`src/rtl/wb_pkg.sv`:
```
// Shared types and constants for the writeback stage.
//   trap_cause_t : reason a held instruction cannot retire normally.
//   wb_state_t   : stage control state (RUN / TRAP / FLUSH).
//   wb_entry_t   : the instruction fields held by the stage.
//   cause_of()   : classifies a held entry into a trap cause.
package wb_pkg;

  localparam int ADDR_WIDTH              = 32;
  localparam int DATA_WIDTH              = 32;
  localparam int NUM_REGISTERS           = 32;
  localparam int REGISTER_INDEXING_WIDTH = $clog2(NUM_REGISTERS);
  localparam int RETIRE_COUNT_WIDTH      = 64;

  typedef enum logic [1:0] {
    NONE       = 2'd0,
    ILLEGAL    = 2'd1,
    ENV        = 2'd2,
    BAD_RESULT = 2'd3
  } trap_cause_t;

  typedef enum logic [1:0] {
    RUN   = 2'd0,
    TRAP  = 2'd1,
    FLUSH = 2'd2
  } wb_state_t;

  typedef struct packed {
    logic [ADDR_WIDTH-1:0]              pc;
    logic                               environment;
    logic                               opcode_legal;
    logic [REGISTER_INDEXING_WIDTH-1:0] write_register;
    logic                               writeback_enabled;
    logic [DATA_WIDTH-1:0]              result_data;
    logic                               result_data_valid;
  } wb_entry_t;

  // Priority: an illegal opcode outranks ecall/ebreak, which outranks a
  // missing result.
  function automatic trap_cause_t cause_of(input wb_entry_t e);
    trap_cause_t c;
    if (!e.opcode_legal) begin
      c = ILLEGAL;
    end else if (e.environment) begin
      c = ENV;
    end else if (e.writeback_enabled && !e.result_data_valid) begin
      c = BAD_RESULT;
    end else begin
      c = NONE;
    end
    return c;
  endfunction

endpackage

```
`src/rtl/writeback_stage_retire_counter.sv`:
```
// Wrapping retired-instruction counter.
//   clk, rst_n : clock, synchronous active-low reset
//   inc_en     : add one this cycle
//   count      : current count, wraps modulo 2^WIDTH
import wb_pkg::*;

module retire_counter #(
  parameter int WIDTH = RETIRE_COUNT_WIDTH
) (
  input  logic             clk,
  input  logic             rst_n,
  input  logic             inc_en,
  output logic [WIDTH-1:0] count
);

  logic [WIDTH-1:0] count_r;

  // Counter register; natural overflow provides the wrap.
  always_ff @(posedge clk) begin
    if (!rst_n) begin
      count_r <= {WIDTH{1'b0}};
    end else if (inc_en) begin
      count_r <= count_r + WIDTH'(1);
    end else begin
      count_r <= count_r;
    end
  end

  assign count = count_r;

endmodule

```
`src/rtl/writeback_stage.sv`:
```
// Final pipeline stage: holds one instruction from the memory stage, writes
// its result to the register file, raises precise traps and counts retires.
// Optional feature macro: WRITEBACK_RETIRE_COUNTER_EN (builds the retired
// instruction counter; otherwise retired_count reads 0).
// Ports:
//   upstream : prev_done, stall_prev, *_in instruction fields
//   regfile  : rf_write_ready, rf_write_en/addr/data
//   hazard   : instruction_writeback_register/enabled
//   trap     : trap_valid, trap_cause, trap_pc, trap_ack, flush
//   retire   : retire_valid, retired_count
import wb_pkg::*;

module writeback_stage (
  input  logic                               clk,
  input  logic                               rst_n,
  input  logic                               prev_done,
  output logic                               stall_prev,
  input  logic [ADDR_WIDTH-1:0]              program_count_in,
  input  logic                               program_count_valid_in,
  input  logic                               environment_in,
  input  logic                               opcode_legal_in,
  input  logic [REGISTER_INDEXING_WIDTH-1:0] write_register_in,
  input  logic                               writeback_enabled_in,
  input  logic [DATA_WIDTH-1:0]              result_data_in,
  input  logic                               result_data_valid_in,
  input  logic                               rf_write_ready,
  output logic                               rf_write_en,
  output logic [REGISTER_INDEXING_WIDTH-1:0] rf_write_addr,
  output logic [DATA_WIDTH-1:0]              rf_write_data,
  output logic [REGISTER_INDEXING_WIDTH-1:0] instruction_writeback_register,
  output logic                               instruction_writeback_enabled,
  output logic                               trap_valid,
  output trap_cause_t                        trap_cause,
  output logic [ADDR_WIDTH-1:0]              trap_pc,
  input  logic                               trap_ack,
  output logic                               flush,
  output logic                               retire_valid,
  output logic [RETIRE_COUNT_WIDTH-1:0]      retired_count
);

  wb_state_t             state_r;
  wb_state_t             state_next_s;
  wb_entry_t             entry_r;
  logic                  has_input_r;
  logic                  trap_valid_r;
  trap_cause_t           trap_cause_r;
  logic [ADDR_WIDTH-1:0] trap_pc_r;

  trap_cause_t cause_s;
  logic        write_needed_s;
  logic        complete_s;
  logic        stall_s;
  logic        transfer_s;
  logic        env_retire_s;
  logic        retire_s;

  // Classify the held entry and derive the upstream handshake.
  always_comb begin
    cause_s        = cause_of(entry_r);
    // Writes to x0 are dropped, so they never wait on the register file.
    write_needed_s = entry_r.writeback_enabled &&
                     (entry_r.write_register != {REGISTER_INDEXING_WIDTH{1'b0}});
    complete_s     = (state_r == RUN) && has_input_r && (cause_s == NONE) &&
                     (!write_needed_s || rf_write_ready);
    stall_s        = !rst_n || (state_r != RUN) || (has_input_r && !complete_s);
    transfer_s     = prev_done && !stall_s;
    // ecall/ebreak retire when the handler takes the trap.
    env_retire_s   = (state_r == TRAP) && trap_ack && (trap_cause_r == ENV);
    retire_s       = rst_n && (complete_s || env_retire_s);
  end

  // Next-state logic for the trap sequencing.
  always_comb begin
    state_next_s = state_r;
    case (state_r)
      RUN: begin
        if (has_input_r && (cause_s != NONE)) begin
          state_next_s = TRAP;
        end else begin
          state_next_s = RUN;
        end
      end
      TRAP: begin
        if (trap_ack) begin
          state_next_s = FLUSH;
        end else begin
          state_next_s = TRAP;
        end
      end
      FLUSH:   state_next_s = RUN;
      default: state_next_s = RUN;
    endcase
  end

  // State register.
  always_ff @(posedge clk) begin
    if (!rst_n) begin
      state_r <= RUN;
    end else begin
      state_r <= state_next_s;
    end
  end

  // Held entry, occupancy and latched trap information.
  always_ff @(posedge clk) begin
    if (!rst_n) begin
      has_input_r  <= 1'b0;
      entry_r      <= '0;
      trap_valid_r <= 1'b0;
      trap_cause_r <= NONE;
      trap_pc_r    <= {ADDR_WIDTH{1'b0}};
    end else begin
      if (state_r == FLUSH) begin
        has_input_r <= 1'b0;
      end else if (!has_input_r || complete_s) begin
        has_input_r <= transfer_s;
        if (transfer_s) begin
          entry_r <= '{pc:                program_count_in,
                       environment:       environment_in,
                       opcode_legal:      opcode_legal_in,
                       write_register:    write_register_in,
                       writeback_enabled: writeback_enabled_in,
                       result_data:       result_data_in,
                       result_data_valid: result_data_valid_in};
        end
      end

      if ((state_r == RUN) && has_input_r && (cause_s != NONE)) begin
        trap_valid_r <= 1'b1;
        trap_cause_r <= cause_s;
        trap_pc_r    <= entry_r.pc;
      end else if ((state_r == TRAP) && trap_ack) begin
        trap_valid_r <= 1'b0;
      end
    end
  end

  // Output decode; strobes are forced low while reset is asserted.
  always_comb begin
    stall_prev    = stall_s;
    rf_write_en   = rst_n && (state_r == RUN) && has_input_r &&
                    (cause_s == NONE) && write_needed_s;
    rf_write_addr = entry_r.write_register;
    rf_write_data = entry_r.result_data;
    instruction_writeback_register = entry_r.write_register;
    instruction_writeback_enabled  = has_input_r && entry_r.writeback_enabled &&
                                     (state_r == RUN);
    trap_valid    = rst_n && trap_valid_r;
    trap_cause    = trap_cause_r;
    trap_pc       = trap_pc_r;
    flush         = rst_n && (state_r == FLUSH);
    retire_valid  = retire_s;
  end

`ifdef WRITEBACK_RETIRE_COUNTER_EN
  retire_counter #(
    .WIDTH(RETIRE_COUNT_WIDTH)
  ) u_retire_counter (
    .clk   (clk),
    .rst_n (rst_n),
    .inc_en(retire_s),
    .count (retired_count)
  );
`else
  assign retired_count = {RETIRE_COUNT_WIDTH{1'b0}};
`endif

endmodule

```
`config.mk`:
```
export PLATFORM = sky130hd
export DESIGN_NAME = writeback_stage
export DESIGN_NICKNAME = d
export VERILOG_FILES = /design/src/rtl/wb_pkg.sv /design/src/rtl/writeback_stage_retire_counter.sv /design/src/rtl/writeback_stage.sv
export SDC_FILE = /design/constraint.sdc
export NUM_CORES = 1
export LEC_CHECK = 0
export CAP_MARGIN = 0
export CORE_ASPECT_RATIO = 1.25
export CORE_MARGIN = 5
export CORE_UTILIZATION = 46
export CTS_CLUSTER_DIAMETER = 60
export DETAILED_ROUTE_END_ITERATION = 7
export GPL_TIMING_DRIVEN = 1
export HOLD_SLACK_MARGIN = 0.12
export PLACE_DENSITY_LB_ADDON = 0.25
export SYNTH_ARGS = -nofsm -noshare
export SYNTH_HDL_FRONTEND = slang
export SYNTH_SLANG_ARGS = --single-unit
```
`constraint.sdc`:
```
create_clock -name clk -period 3.7 [get_ports clk]
set_clock_uncertainty 0.2 [all_clocks]
set_input_delay 1.11 -clock clk [delete_from_list [all_inputs] [get_ports clk]]
set_output_delay 1.11 -clock clk [all_outputs]
set_load 0.05 [all_outputs]
```
Word level (Yosys, flattened, before mapping) --
Index checks and enable logic that the tools add are counted.
Storage, ports and cells: bits in registers 111, word-level logic and storage cells 64
Operators by class: equality and inequality tests 3, bitwise gates (word level) 2, muxes and demuxes 8, reduce and logical (&&, ||, !) cells 39
Operators by type and width (number):
- $logic_and A1 B1 Y1 | 20
- $mux W2 | 4
- $logic_not A1 Y1 | 6
- $reduce_bool A2 Y1 | 3
- $logic_or A1 B1 Y1 | 5
- $reduce_bool A5 Y1 | 1
- $eq A2 B2 Y1 const B | 2
- $logic_not A2 Y1 | 2
- $pmux W2 S2 | 1
- $mux W1 | 3
- $reduce_and A3 Y1 | 1
- $eq A2 B1 Y1 const B | 1
- $not A1 Y1 | 2
- $reduce_or A2 Y1 | 1

Longest topological paths before layout --
Gate-level depths: netlist (run 1).
word-level depth 14, gate-level depth with buffers 6, depth with buffers taken out 4

Worst setup path before layout (run 1) --
No wires, ideal clock.
path kind in2out, from input port rst_n, to output port rf_write_en, stages on the path 4, arrival time 2690 ps, slack -300 ps, cells stage by stage clkbuf_1 > clkbuf_1 > nand2_1 > nor3_1
Between the ends: cells in the longest elaborated chain, start to end 4
RTL lines:
- start, declared | line writeback_stage.sv:15 | input logic rst_n,
- $logic_and A1 B1 Y1 (3 in a row) | line writeback_stage.sv:141 | rf_write_en = rst_n && (state_r == RUN) && has_input_r &&
- $logic_and A1 B1 Y1 | line writeback_stage.sv:142 | (cause_s == NONE) && write_needed_s;
- end, declared | line writeback_stage.sv:27 | output logic rf_write_en,
Every way passes these cells.

Worst setup path after layout (run 1) --
from input port trap_ack, to output port retire_valid
Between the ends: cells in the longest elaborated chain, start to end 4
RTL lines:
- start, declared | line writeback_stage.sv:35 | input logic trap_ack,
- $logic_and A1 B1 Y1 (2 in a row) | line writeback_stage.sv:68 | env_retire_s = (state_r == TRAP) && trap_ack && (trap_cause_r == ENV);
- $logic_or A1 B1 Y1 | line writeback_stage.sv:69 | retire_s = rst_n && (complete_s || env_retire_s);
- $logic_and A1 B1 Y1 | line writeback_stage.sv:69
- end, declared | line writeback_stage.sv:37 | output logic retire_valid,
Every way passes these cells.

==> impl_metrics.env, run 1 <==
export IMPL_status="finished clean"
export IMPL_crit_type="in2out"
export IMPL_drive_above_1_share_pct=5.02
export IMPL_vdd_drop_max_mv=0.267
export IMPL_nets=791
export IMPL_grt_max_degree=74
export IMPL_rows=43
export IMPL_io_buffer_count=159
export IMPL_critPathMaxStageDelay_ns=0.57
export IMPL_dp_hpwl_um=8020
export IMPL_internal_power_mw=2.12
export IMPL_dp_slack_ns=-0.129
export IMPL_arrival_ns=2.30
export IMPL_fin_ws_ns=0.0949
export IMPL_grt_use_total_pct=15.7
export IMPL_wl_um=11000
export IMPL_combPwrFrac_pct=26.8
export IMPL_p_sw_mw=1.09
export IMPL_clkSinkCount=111
export IMPL_clk_pin_slew_ns=0.08
export IMPL_cts_tree="yes"
export IMPL_crit_family="simple AND/OR/NAND/NOR gates"
export IMPL_cts_buffers_inserted=9
export IMPL_fmax_ghz=0.277
export IMPL_hold_class="reg2reg"
export IMPL_first_pass_iters=4
export IMPL_grt_ovfl_total=0
export IMPL_syn_avg_cell_area_sq_um=8.61
export IMPL_ant_nets=0
export IMPL_cts_hold_buf=0
export IMPL_grt_pass1_vias=3690
export IMPL_critPathBufInv=2
export IMPL_post_route_min_period_ns=3.61
export IMPL_max_cap_viol_count=0
export IMPL_vias=3856
export IMPL_yosysUniqueCellTypes=29
export IMPL_fp_dieH_um=129
export IMPL_n_antenna_cell=0
export IMPL_finalCritPeriodShare_pct=97.4
export IMPL_start_util_pct=47.0
export IMPL_async_flop_share_pct=0
export IMPL_coreArea_sq_mm=0.0111
export IMPL_synth_seq_cells=111
export IMPL_power_density_mw_per_mm2=480
export IMPL_instances_no_fill=852
export IMPL_h_tree_depth=3
export IMPL_swShare_pct=33.9
export IMPL_worst_path_max_fanout=2
export IMPL_synthToLayoutAreaGrowth_pct=28.3
export IMPL_antenna_found_initial=0
export IMPL_grt_pass1_wl_um=17400
export IMPL_synth_ff_type="dfxtp_1"
export IMPL_die_area_sq_mm=0.0136
export IMPL_crit_chain="dlygate4sd2_1 -> nand2_1 -> or4_4 -> a21boi_4 -> buf_12"
export IMPL_cts_buffer_depth=2
export IMPL_yosysWarningCount=0
export IMPL_die_x_um=105
export IMPL_cp_start_kind="primary input"
export IMPL_drc_errors=0
export IMPL_p_clk_share_pct=30.8
export IMPL_worstSkewPairLatency_ns=0.34
export IMPL_relSlewSlack_pct=52.8
export IMPL_seqPwrFrac_pct=42.4
export IMPL_via_per_inst=4.53
export IMPL_setup_viol=0
export IMPL_rsz0062_at_grt="no"
export IMPL_yosysSeqAreaShare_pct=42.7
export IMPL_wl_per_cell_um=12.9
export IMPL_synth_edf_count=0
export IMPL_finalHoldViolCount=0
export IMPL_netlist_instances=605
export IMPL_io_pins=225
export IMPL_end_kind="primary output"
export IMPL_placed_cells=835
export IMPL_required_ns=2.39
export IMPL_drv_slew=0
export IMPL_root_buffer="clkbuf_16"
export IMPL_drt_iter0_markers=124
export IMPL_leakage_nw=3.24
export IMPL_slowest_stage="or4_4"
export IMPL_tightest_slew_ns=0.707
export IMPL_syn_area_sq_mm=0.00521
export IMPL_gp_congestion=0.864
state kept, by name (all words and copies together) (netlist names):
signal                          cells
state_r                             2
rf_write_data                      32
trap_cause                          2
entry_r                            36
instruction_writeback_register      5
has_input_r                         1
trap_valid_r                        1
trap_pc                            32
Yosys cell counts (all sizes together), types with 2 or more instances:
master	instances	area [sq um]
dfxtp	111	2220
buf	114	882
a21boi	34	255
or4	2	18.8
o21ai	9	45.0
a21oi	4	20.0
nor2	4	15.0
nor3b	2	20.0
inv	76	285
mux2i	73	731
and2	5	31.3
clkbuf	19	71.3
nand2	140	526
nand3	2	10.0
logic make-up after synthesis:
kind of cell	share of synthesized area, %
and+or+nand+nor	12.5
muxes	14.0
other	0.0720
AOI/OAI and AO/OA	6.87
buffers and inverters	23.8
DFF	42.7
power groups by stage:
stage / combinational (mW) / clock [mW] / sequential [mW]
4_1_cts: 0.866 / 1.02 / 1.36
2_1_floorplan: 0.670 / 0 / 1.43
3_3_place_gp: 0.855 / 0 / 1.38
3_5_place_dp: 0.862 / 0 / 1.39
5_1_grt: 0.908 / 1.06 / 1.37
6_report: 0.860 / 0.988 / 1.36
per-stage QoR:
step	area, sq um	util [%]	TNS, ns	hold slack [ns]	total power [mW]
after floorplan	5450	-	0	0.231	2.10
after global placement	6350	57.3	-0.0906	0.234	2.23
after detailed placement	6350	57.3	-0.129	0.244	2.25
after CTS	6680	60.3	0	0.257	3.24
after global routing	6680	60.3	0	0.270	3.34
final	6680	60.3	0	0.252	3.21
cell usage in the layout, fill, tap and decap left out, types with 6 or more instances in the layout:
| master | Yosys | final |
|---|---|---|
| a21boi_0 | 6 | 6 |
| dfxtp_1 | 111 | 111 |
| o21ai_0 | 7 | 7 |
| inv_1 | 76 | 76 |
| clkdlybuf4s50_1 | 0 | 152 |
| nand2_1 | 140 | 140 |
| clkbuf_16 | 0 | 9 |
| conb_1 | 1 | 64 |
| a21boi_1 | 28 | 27 |
| buf_4 | 107 | 8 |
| mux2i_1 | 73 | 73 |
path summary, 6_finish.rpt:
check	slack (ns)	endpoint	from	depth (start not counted)
min reg2reg	0.25	trap_pc[11]$_SDFFE_PN0P_	entry_r[52]$_SDFFE_PN0P_	2
min	0.25	trap_pc[11]$_SDFFE_PN0P_	entry_r[52]$_SDFFE_PN0P_	2
max	0.09	retire_valid	trap_ack	5
max reg2reg	1.31	trap_pc[13]$_SDFFE_PN0P_	state_r[1]$_SDFF_PN0_	5
tightest hold or removal path: stages, from the launching register on:
cell,delay [ns]
dfxtp_1,0.31
nand2_1,0.05
a21boi_1,0.05
layout make-up:
cell class                      instances  area [sq um]
Tap cell                              135           169
Inverter                               76           285
Timing Repair Buffer                  166          1690
Clock inverter                          7          81.3
Clock buffer                            9           225
Fill cell                             991          4400
Sequential cell                       111          2220
Multi-Input combinational cell        348          2010
repair_timing:
action,CTS,global route
gates resized for setup,4,0
endpoints found under the setup margin,1,0
setup buffers,1,0
metal layers:
layer | track usage, % | routed length (um) | vias up | share of wire, %
li1 | - | - | 1914 | -
met3 | 3.66 | 750 | 14 | 6.8
met4 | 7.30 | 229 | 0 | 2.1
met1 | 18.1 | 4490 | 1782 | 41
met5 | 0 | 0 | - | 0
met2 | 27.6 | 5550 | 146 | 50
Note: power is estimated with default switching activity, not from simulation.
==> inputs of run 2 (changes only) <==
--- a/config.mk
+++ b/config.mk
@@ -5,7 +5,7 @@
 export SDC_FILE = /design/constraint.sdc
 export NUM_CORES = 1
 export LEC_CHECK = 0
-export CAP_MARGIN = 0
+export CAP_MARGIN = 20
 export CORE_ASPECT_RATIO = 1.25
 export CORE_MARGIN = 5
 export CORE_UTILIZATION = 46
@@ -16,4 +16,5 @@
 export PLACE_DENSITY_LB_ADDON = 0.25
 export SYNTH_ARGS = -nofsm -noshare
 export SYNTH_HDL_FRONTEND = slang
+export SYNTH_HIERARCHICAL = 1
 export SYNTH_SLANG_ARGS = --single-unit
==> results of run 2 <==
The final DEF is identical to that of run 1; final timing and power are the same.
Among the figures that moved: Yosys warning count 0 -> 6
==> inputs of run 3 (changes only) <==
--- a/config.mk
+++ b/config.mk
@@ -5,15 +5,15 @@
 export SDC_FILE = /design/constraint.sdc
 export NUM_CORES = 1
 export LEC_CHECK = 0
-export CAP_MARGIN = 20
+export CAP_MARGIN = 30
 export CORE_ASPECT_RATIO = 1.25
 export CORE_MARGIN = 5
-export CORE_UTILIZATION = 46
+export CORE_UTILIZATION = 45
 export CTS_CLUSTER_DIAMETER = 60
 export DETAILED_ROUTE_END_ITERATION = 7
 export GPL_TIMING_DRIVEN = 1
 export HOLD_SLACK_MARGIN = 0.12
-export PLACE_DENSITY_LB_ADDON = 0.25
+export PLACE_DENSITY = 0.92
 export SYNTH_ARGS = -nofsm -noshare
 export SYNTH_HDL_FRONTEND = slang
 export SYNTH_HIERARCHICAL = 1
==> run 3 against run 2 <==
- wire length shrank 2.2%
- non-clock buffer count increased by 1
- global-route usage down 0.74 points
- sequential cell count unchanged
- largest cell class unchanged
- sequential power hardly changed
- utilization is 2.3 points lower
- die area is 2.0% higher
- worst hold slack got worse by 0.0027 ns
==> impl_metrics.env, run 3 <==
export IMPL_status="finished clean"
export IMPL_yosysUniqueCellTypes=29
export IMPL_coreArea_sq_mm=0.0115
export IMPL_grt_pass1_vias=3447
export IMPL_final_cell_area_sq_mm=0.00667
export IMPL_post_synth_top_count_cell="nand2_1"
export IMPL_fin_util_pct=58.0
export IMPL_cts_hold_buf=0
export IMPL_io_pins=225
export IMPL_yosysSeqAreaShare_pct=42.7
export IMPL_arrival_ns=2.28
export IMPL_relSlewSlack_pct=50.7
export IMPL_synth_edf_count=0
export IMPL_clkSinkCount=111
export IMPL_critPathBufInv=3
export IMPL_hold_path_endpoint="trap_pc[23]$_SDFFE_PN0P_"
export IMPL_timing_rr_end="entry_r[61]$_SDFFE_PN0P_"
export IMPL_vias=3787
export IMPL_r2r_slack_ns=1.53
export IMPL_hold_class="reg2reg"
export IMPL_gp_congestion=0.749
export IMPL_clk_pin_slew_ns=0.07
export IMPL_root_buffer="clkbuf_16"
export IMPL_start_util_pct=45.2
export IMPL_cts_buffer_depth=2
export IMPL_largest_register_ffs=36
export IMPL_h_tree_depth=3
export IMPL_grt_ovfl_total=0
export IMPL_grt_max_degree=66
export IMPL_regArea_sq_mm=0.00222
export IMPL_finalCritPeriodShare_pct=97.0
export IMPL_cp_start_kind="primary input"
export IMPL_worst_path_max_fanout=2
export IMPL_synth_common_cells="140 x nand2_1, 111 x dfxtp_1, 107 x buf_4"
export IMPL_synthToLayoutAreaGrowth_pct=28.1
export IMPL_post_route_min_period_ns=3.59
export IMPL_syn_area_sq_mm=0.00521
export IMPL_r2r_start="instruction_writeback_register[1]$_SDFFE_PN0P_"
export IMPL_cts_buffers_inserted=9
export IMPL_drv_slew=0
export IMPL_async_flop_share_pct=0
export IMPL_max_cap_viol_count=0
export IMPL_synthTopCellsByArea="dfxtp_1 43%, buf_4 15%, mux2i_1 14%, nand2_1 10%, inv_1 5.5%"
export IMPL_crit_chain="clkdlybuf4s50_1 -> inv_1 -> o211ai_1 -> nand3_1 -> a21boi_4 -> buf_12"
export IMPL_fmax_ghz=0.279
export IMPL_crit_family="buffers and inverters"
export IMPL_required_ns=2.39
export IMPL_num_fill_cells=985
export IMPL_critPathMaxStageDelay_ns=0.47
export IMPL_synth_ff_type="dfxtp_1"
export IMPL_synth_largest_area_cell="dfxtp_1"
export IMPL_finalSetupTns_ns=0
export IMPL_vdd_drop_max_mv=0.219
export IMPL_yosysWarningCount=6
export IMPL_holdPathStages=2
export IMPL_yosysTopAreaCellShare_pct=42.7
export IMPL_r2r_cells=5
export IMPL_instances_no_fill=856
export IMPL_drt_iter0_markers=59
export IMPL_rsz0062_at_grt="no"
export IMPL_final_common_cell="clkdlybuf4s50_1"
export IMPL_tightest_slew_ns=0.739
export IMPL_drc_errors=0
export IMPL_layout_common_cells="152 x clkdlybuf4s50_1, 139 x nand2_1, 111 x dfxtp_1"
export IMPL_dpl_cell_area_sq_mm=0.00637
export IMPL_antenna_found_initial=1
export IMPL_grt_pass1_wl_um=16700
export IMPL_synth_seq_cells=111
export IMPL_first_pass_iters=4
export IMPL_via_per_inst=4.42
export IMPL_end_kind="primary output"
export IMPL_power_density_mw_per_mm2=470
export IMPL_multi_input_area_sq_mm=0.00201
export IMPL_slowest_stage="clkdlybuf4s50_1"
export IMPL_die_area_sq_mm=0.0138
export IMPL_grt_use_total_pct=15.0
export IMPL_n_antenna_cell=0
export IMPL_ant_nets=0
export IMPL_fp_dieH_um=130
export IMPL_wl_um=10800
export IMPL_hp_start="entry_r[64]$_SDFFE_PN0P_"
export IMPL_regMostFlops="entry_r"
export IMPL_wl_per_cell_um=12.6
export IMPL_rows=44
export IMPL_placed_cells=840
export IMPL_dp_hpwl_um=8060
export IMPL_leakage_nw=3.24
export IMPL_syn_avg_cell_area_sq_um=8.61
export IMPL_drive_above_1_share_pct=5.29
export IMPL_netlist_instances=605
export IMPL_cts_tree="yes"
export IMPL_crit_type="in2out"
export IMPL_finalHoldViolCount=0
export IMPL_setup_viol=0
export IMPL_worstSkewPairLatency_ns=0.34
export IMPL_die_x_um=106
export IMPL_nets=792
export IMPL_io_buffer_count=159
[run 3: cell counts after synthesis]
No cell type changed its count.
[run 3: power breakdown]
group          internal (mW)  switching, mW  leakage (nW)
logic                  0.290          0.571          2.19
clock network          0.479          0.439         0.139
registers               1.30         0.0591         0.909
[run 3: worst max-delay path by stage]
| stage | startpoint | end | slack [ns] | depth (start not counted) |
|---|---|---|---|---|
| 6_report | rf_write_ready | retire_valid | 0.11 | 6 |
| 5_1_grt | rf_write_ready | retire_valid | 0.06 | 6 |
| 4_1_cts | rf_write_ready | retire_valid | 0.10 | 6 |
| 3_5_place_dp | trap_ack | retire_valid | -0.15 | 5 |
| 3_3_place_gp | trap_ack | retire_valid | -0.12 | 5 |
| 2_1_floorplan | trap_ack | retire_valid | 0.05 | 3 |
[run 3: per-stage QoR]
step                      power [mW]  hold slack, ns  setup slack (ns)
after floorplan                 2.10           0.231            0.0495
after global placement          2.24           0.235            -0.119
after detailed placement        2.25           0.245            -0.152
after CTS                       3.18           0.254             0.102
after global routing            3.28           0.272            0.0552
final                           3.14           0.249             0.110
[run 3: cell families (layout without fill, tap and decap cells)]
kind of cell,count (synthesis),in the layout,share of synthesized area (%)
other cells,1,64,0.0720
mux,73,73,14.0
simple gates,160,160,12.5
buf+inv,209,259,23.8
flops,111,111,42.7
compound gates,51,51,6.87
[run 3: worst reg2reg max path, stage by stage (launching register included)]
cell       delay [ns]
dfxtp_1          0.34
or4_4            0.57
o2111ai_2        0.20
nand4_1          0.21
buf_4            0.33
mux2i_1          0.19
[run 3: layout make-up]
type                       instances  area share [%]
clock buffer                      10            3.58
clock inverter                     6           0.657
inverter                          76            4.28
multi-input combinational        348            30.1
sequential                       111            33.3
tap                              138            2.59
timing repair buffer             167            25.5
[run 3: routing by layer]
metal | vias to the layer above | GRT usage [%] | wire, um
met5 | - | 0 | 7
met1 | 1718 | 16.9 | 4220
met2 | 137 | 26.7 | 5470
met4 | 2 | 4.42 | 151
met3 | 13 | 5.29 | 936
li1 | 1917 | - | -
[run 3: repair_timing]
item	4_1_cts	5_1_grt
buffers inserted	0	0
resized for setup	5	0
setup endpoints to repair	1	0
